## config.mk

```make
export PLATFORM = sky130hd
export DESIGN_NAME = run_controller
export DESIGN_NICKNAME = d
export VERILOG_FILES = /design/src/rtl/run_ctrl_pkg.sv /design/src/rtl/sat_counter.sv /design/src/rtl/run_controller.sv
export SDC_FILE = /design/constraint.sdc
export NUM_CORES = 1
export LEC_CHECK = 0
export ABC_AREA = 1
export CORE_MARGIN = 2
export CORE_UTILIZATION = 45
export DETAILED_ROUTE_END_ITERATION = 10
export GPL_ROUTABILITY_DRIVEN = 0
export PLACE_DENSITY = 0.77
export SYNTH_ARGS = -nofsm -noshare
export SYNTH_HDL_FRONTEND = slang
export SYNTH_SLANG_ARGS = --single-unit
```

## constraint.sdc

```tcl
create_clock -name clk -period 2.4 [get_ports clk]
set_clock_uncertainty 0.05 [all_clocks]
set_input_delay 0.36 -clock clk [delete_from_list [all_inputs] [get_ports clk]]
set_output_delay 0.36 -clock clk [all_outputs]
set_load 0.01 [all_outputs]
```

## src/rtl/run_ctrl_pkg.sv

```systemverilog
// run_ctrl_pkg: shared state encoding and default sizing for the run controller
package run_ctrl_pkg;
  typedef enum logic [1:0] {IDLE, LOAD, RUN, DONE} state_t;
  localparam int DEF_XLEN = 32;
  localparam int DEF_IMEM_DEPTH = 256;
  localparam int DEF_CW = 32;
endpackage

```

## src/rtl/sat_counter.sv

```systemverilog
// sat_counter: up-counter with synchronous clear that sticks at its maximum value
module sat_counter #(
  parameter int W = 32
) (
  input  logic         clk,
  input  logic         reset,
  input  logic         clr,
  input  logic         en,
  output logic [W-1:0] count
);
  always_ff @(posedge clk)
    if (reset || clr) count <= '0;
    else if (en && count != '1) count <= count + W'(1);
endmodule

```

## src/rtl/run_controller.sv

```systemverilog
// run_controller: loads a program image into instruction memory, then runs the core under a cycle budget
module run_controller import run_ctrl_pkg::*; #(
  parameter int XLEN = DEF_XLEN,
  parameter int IMEM_DEPTH = DEF_IMEM_DEPTH,
  parameter int CW = DEF_CW,
  localparam int AW = $clog2(IMEM_DEPTH)
) (
  input  logic            clk,
  input  logic            reset,
  input  logic            start,
  input  logic            load_en,
  input  logic [CW-1:0]   budget,
  input  logic            ld_valid,
  output logic            ld_ready,
  input  logic [XLEN-1:0] ld_data,
  input  logic            ld_last,
  output logic            imem_we,
  output logic [AW-1:0]   imem_addr,
  output logic [XLEN-1:0] imem_wdata,
  output logic            core_reset,
  input  logic            core_halt,
  output logic            done,
  output logic            timeout,
  output logic [CW-1:0]   cycle_count
);
  state_t state, state_n;
  logic [AW-1:0] ptr;
  logic [CW-1:0] budget_q;
  logic hs, last_wr, expire;
  always_comb begin
    hs = ld_valid & ld_ready;
    last_wr = hs & (ld_last | ptr == AW'(IMEM_DEPTH - 1));
    expire = budget_q != '0 && cycle_count + CW'(1) == budget_q;
    state_n = state;
    case (state)
      IDLE, DONE: state_n = start ? (load_en ? LOAD : RUN) : state;
      // ld_ready low inside LOAD marks the drain cycle of the final write
      LOAD: state_n = ld_ready ? LOAD : RUN;
      RUN: state_n = (core_halt | expire) ? DONE : RUN;
      default: state_n = IDLE;
    endcase
  end
  always_ff @(posedge clk)
    if (reset) begin
      state <= IDLE;
      ptr <= '0;
      budget_q <= '0;
      ld_ready <= 1'b0;
      imem_we <= 1'b0;
      imem_addr <= '0;
      imem_wdata <= '0;
      core_reset <= 1'b1;
      done <= 1'b0;
      timeout <= 1'b0;
    end else begin
      state <= state_n;
      ptr <= state == LOAD ? ptr + AW'(hs) : '0;
      budget_q <= (state == IDLE || state == DONE) && start ? budget : budget_q;
      ld_ready <= state == LOAD ? ld_ready & ~last_wr : state_n == LOAD;
      imem_we <= hs;
      imem_addr <= hs ? ptr : imem_addr;
      imem_wdata <= hs ? ld_data : imem_wdata;
      core_reset <= state_n != RUN;
      done <= state_n == DONE;
      timeout <= state_n == DONE && (state == RUN ? ~core_halt : timeout);
    end
  sat_counter #(.W(CW)) u_cnt (
    .clk(clk),
    .reset(reset),
    .clr(state_n == RUN && state != RUN),
    .en(state == RUN),
    .count(cycle_count)
  );
endmodule

```

# [Word-level counts from Yosys, hierarchy flattened]
# Index checks and enable logic that the tools add are counted.
[op_classes] addsub=2 n_eq_ne=11 mux=7 bitwise_logic=8 reduce_logical=11
[op_table] op="32-bit by 1-bit adder with 32-bit output, second input constant" count=1
[op_table] op="32-bit equality test" count=1
[op_table] op="32-bit != test, second input constant" count=1
[op_table] op="32-bit nonzero test" count=1
[op_table] op="8-bit by 1-bit adder with 8-bit output" count=1
[op_table] op="2-bit equality test, second input constant" count=4
[op_table] op="8-bit equality test, second input constant" count=1
[op_table] op="2-bit 2-to-1 mux" count=3
[op_table] op="2-bit case mux with 3 select lines" count=1
[op_table] op="1-bit logical AND" count=5
[op_table] op="2-bit by 1-bit equality test with 1-bit output, second input constant" count=2
[op_table] op="2-bit != test, second input constant" count=2
[op_table] op="2-bit OR reduction" count=2
[op_table] op="1-bit AND" count=3
[op_table] op="1-bit 2-to-1 mux" count=3
[op_table] op="1-bit inverter" count=3
[op_table] op="2-bit zero test" count=1
[op_table] op="1-bit logical OR" count=2
[op_table] op="1-bit OR" count=2
[word_totals] regBits=119 input_bits=71 out_inout_bits=77 wordCells=50

# [Logic depth before layout (Yosys ltp)]
[depth] word_depth=9 ltp_mapped=20 depth_no_buf=19

# [Modules after synthesis]
# Synthesis repeated with hierarchy kept, for this count alone.
[hier_totals] cells_unflattened=1068 hier_area_um2=6781.5
[by_module_without_submodules] mod="run_controller" instances=1 cells_each=740 area_each_um2=4753.3 seq_area_each_um2=1741.7
[by_module_without_submodules] mod="sat_counter" instances=1 cells_each=328 area_each_um2=2028.2 seq_area_each_um2=640.6

# [Worst setup path after synthesis]
# Ideal clock, no wire load.
[synth_path] path_kind="reg2reg" from="register u_cnt.count[0]" to="register u_cnt.count[15]" setup_time_ps=64 arrival_ps=2233 required_ps=2286 slack_ps=53 path_stages_with_launch=21 path_buffers=1 synth_period_minus_slack_ps=2347 path_cell_list="dfxtp_1 ha_1 nand2_2 nor2_4 nand2_4 nor2_8 nand2_2 nand2_1 nand2_1 nand2_1 nand2_1 nor2_1 nand2_1 nor2_1 nand3_1 nand2_2 nand2_2 nand2_2 nand2_4 buf_6 nor2_1"
[synth_between] elab_chain_cells=9 word_cells_on_any_way=11 cone_classes="add/sub: 1; eq/ne: 3; mux: 2; bitwise: 1; reduce/logical: 4"
[synth_lines] element="start, declared" line="sat_counter.sv:9" text="output logic [W-1:0] count"
[synth_lines] element="start signal, assigned" line="sat_counter.sv:13" text="else if (en && count != '1) count <= count + W'(1);"
[synth_lines] element="32-bit by 1-bit adder with 32-bit output" line="sat_counter.sv:13, run_controller.sv:33"
[synth_lines] element="32-bit equality test" line="run_controller.sv:33" text="expire = budget_q != '0 && cycle_count + CW'(1) == budget_q;"
[synth_lines] element="1-bit logical AND" line="run_controller.sv:33"
[synth_lines] element="1-bit OR" line="run_controller.sv:39" text="RUN: state_n = (core_halt | expire) ? DONE : RUN;"
[synth_lines] element="1-bit 2-to-1 mux" line="run_controller.sv:39"
[synth_lines] element="2-bit case mux with 3 select lines" line="run_controller.sv:35" text="case (state)"
[synth_lines] element="2-bit equality test" line="run_controller.sv:70" text=".clr(state_n == RUN && state != RUN),"
[synth_lines] element="1-bit logical AND" line="run_controller.sv:70"
[synth_lines] element="1-bit logical OR" line="sat_counter.sv:12" text="if (reset || clr) count <= '0;"
# Parallel ways exist; a longest one is shown, timed or not.
# A chain may end at the register's enable or synchronous reset.

# [Final worst setup path]
[layout_path] from="register u_cnt.count[0]" to="register u_cnt.count[2]"
# The elaborated chain is that of the path after synthesis.

==> impl_metrics.py <==
metrics = {
    "synth": {
        "post-synth-top-area-fraction": 0.392,
        "ys_warn_count": 0,
        "netlist_instances": 912,
        "seq_area_frac_synth": 0.392,
        "synth_edf_count": 0,
        "yosysTopAreaCell": "dfxtp_1",
        "synth_area_um2": 6070,
        "syn_area_per_cell_um2": 6.66,
        "ys.flop_type": "dfxtp_1",
        "synth_cell_type_count": 33,
        "async_flop_share": 0,
        "syn-num-nets": 988,
        "synth_most_common_cell": "nor2_1",
        "synth_common_cells": "nor2_1, nand2_1, dfxtp_1, o21ai_0, inv_1",
        "ys_ff_latch": 119,
        "yosys-top-cells-area": "dfxtp_1, nor2_1, nand2_1",
    },
    "timing": {
        "finalHoldViolations": 0,
        "layout_setup_ws_ns": -0.123,
        "period_share": 1.05,
        "max_freq_mhz": 396,
        "hold_slack_ns": 0.432,
        "worst_slew_pin_slew_ns": 0.436,
        "maxSlewViolCount": 0,
        "tns_ns": -3.02,
        "final-setup-viol-count": 32,
        "fin_crit_ns": 2.52,
        "slew_headroom": 0.709,
        "rsz0062_at_grt": "yes",
    },
    "floorplanning": {
        "fp-row-count": 42,
        "die-area_um2": 14400,
        "pin_count": 148,
        "core_area_um2": 13200,
        "die_x_um": 120,
        "initial_core_util": 0.460,
        "dieHeight_um": 120,
    },
    "global_route": {
        "grt_overflow": 0,
        "grt_antenna_before_repair": 0,
        "grt_pass1_vias": 6149,
        "grt_pass1_wl_mm": 29.7,
        "grt_max_degree": 44,
        "gr-usage-all-layers": 0.260,
    },
    "clocking": {
        "clk_latency_ns": 0.42,
        "cts_root_buf": "clkbuf_16",
        "cts_made_buffers": 17,
        "clock_path_buffers": 2,
        "cts_tree": "built",
        "clk_pin_slew_ns": 0.06,
        "htreeDepth": 4,
        "holdBufCountCts": 0,
        "cts.sinks": 119,
    },
    "final_layout": {
        "syn2layout_area_growth_pct": 50.5,
        "n_antenna_cell": 0,
        "nNetsFinal": 1200,
        "finalCoreUtilization": 0.693,
        "final_cell_area_um2": 9140,
        "layout-drive-gt1-share": 0.176,
        "fillerInstances": 1092,
        "layout.cells.non_filler": 1313,
    },
    "power": {
        "power_leakage_nw": 3.75,
        "ir_drop_mv": 0.666,
        "fin_total_pwr_mw": 10.8,
        "p_per_area_nw_per_um2": 1190,
    },
    "route": {
        "wire_per_inst_um": 14.4,
        "first_pass_iters": 5,
        "vias": 6671,
        "drt-total-wl_mm": 18.9,
        "drc": 0,
        "detail-route-antenna-nets": 0,
        "viasPerCell": 5.08,
        "drt_iter0_drc": 500,
    },
    "run_status": {
        "violations": "setup timing",
        "status": "finished, violations left",
    },
    "critical_path": {
        "slowest_delay_ns": 0.37,
        "cp_common_cell": "nand2_2",
        "worstSetupStartpointType": "flip-flop",
        "path_max_fanout": 7,
        "required_ns": 2.71,
        "path_class": "reg2reg",
        "worstPathArrival_ns": 2.83,
        "end_kind": "flip-flop",
        "cp_cell_sequence": "ha_4 > nand2_4 > nor2_4 > nand2_4 > nor2_4 > nand2_2 > nand2_2 > nand2_2 > nand2_1 > nand2_1 > nor2_1 > nand2_1 > nor2_2 > nand3_2 > nand2_2 > nand2_2 > nand2_2 > nand2_4 > clkbuf_16 > nor2_1",
        "cp_slowest_cell": "dfxtp_4",
    },
    "job": {
        "max_cap_viol_count": 0,
    },
    "hold_path": {
        "min_path_type": "reg2reg",
    },
    "placed_design": {
        "dp_cells": 1274,
        "pre_cts_ws_ns": -0.158,
        "numPortBuffers": 147,
        "dpl.hpwl_mm": 13.5,
        "dpl-instance-area_um2": 8200,
    },
}
==> cell usage in the layout, fill, tap and decap left out, types with 21 or more instances in the layout <==
cell               n
a21oi_1           24
nand2_1          198
nor2_2            28
nand3_1           51
clkdlybuf4s50_1  147
dfxtp_1          109
o21ai_0          106
nor2_1           181
inv_1             73
nor2_4            21
buf_4             71
==> power breakdown <==
group,switching (mW),internal (mW)
logic,2.64,2.31
clock network,1.02,1.77
registers,0.524,2.57
==> logic make-up (layout without fill, tap and decap cells) <==
| logic type | after synthesis | after routing | share of synthesized area |
|---|---|---|---|
| adders and majority gates | 5 | 5 | 0.0103 |
| and+or+nand+nor | 522 | 523 | 0.369 |
| AOI/OAI and AO/OA | 139 | 139 | 0.116 |
| xor gates and xnor gates | 19 | 19 | 0.0414 |
| DFF | 119 | 119 | 0.392 |
| buffers and inverters | 108 | 332 | 0.0707 |
==> final timing paths <==
kind,from,endpoint,slack (ns),depth (start not counted)
setup reg to reg,u_cnt.count[0],u_cnt.count[2],-0.12,20
hold / removal,imem_addr[1],imem_addr[1],0.43,2
hold reg to reg,imem_addr[1],imem_addr[1],0.43,2
setup / recovery,u_cnt.count[0],u_cnt.count[2],-0.12,20
==> critical path, delay by kind of cell, from the launching register on <==
kind          cells  cell delay [ns]
buf+inv           1             0.20
fa+ha+maj         1             0.16
flops             1             0.37
simple gates     18             1.65
==> repair_timing <==
item / CTS / global route
endpoints found under the setup margin: 33 / 37
pin swaps: 6 / 13
resized for setup: 26 / 44
setup buffers: 1 / 5
gates cloned: 1 / 1
==> routing by layer <==
| layer | vias to the layer above | share of wire | global-route usage |
|---|---|---|---|
| met3 | 47 | 0.10 | 0.0877 |
| met4 | 0 | 0.026 | 0.0750 |
| li1 | 3325 | - | - |
| met1 | 3003 | 0.40 | 0.314 |
| met5 | - | 0 | 0 |
| met2 | 296 | 0.48 | 0.440 |
==> registers in the layout, summed over array words and instances, names as in the netlist <==
signal / flops
imem_we: 1
imem_wdata: 32
timeout: 1
ld_ready: 1
state: 2
budget_q: 32
imem_addr: 8
done: 1
ptr: 8
core_reset: 1
u_cnt.count: 32
==> cell type report <==
type	instances	area, um^2	area share
clock inverters	15	215	0.0236
repair buffers	223	2110	0.231
flip-flops and latches	119	2400	0.263
multi-input cells	686	3480	0.380
clock buffers	17	425	0.0466
inverters	77	289	0.0316
well taps	176	220	0.0241
(Power assumes the default switching activity.)
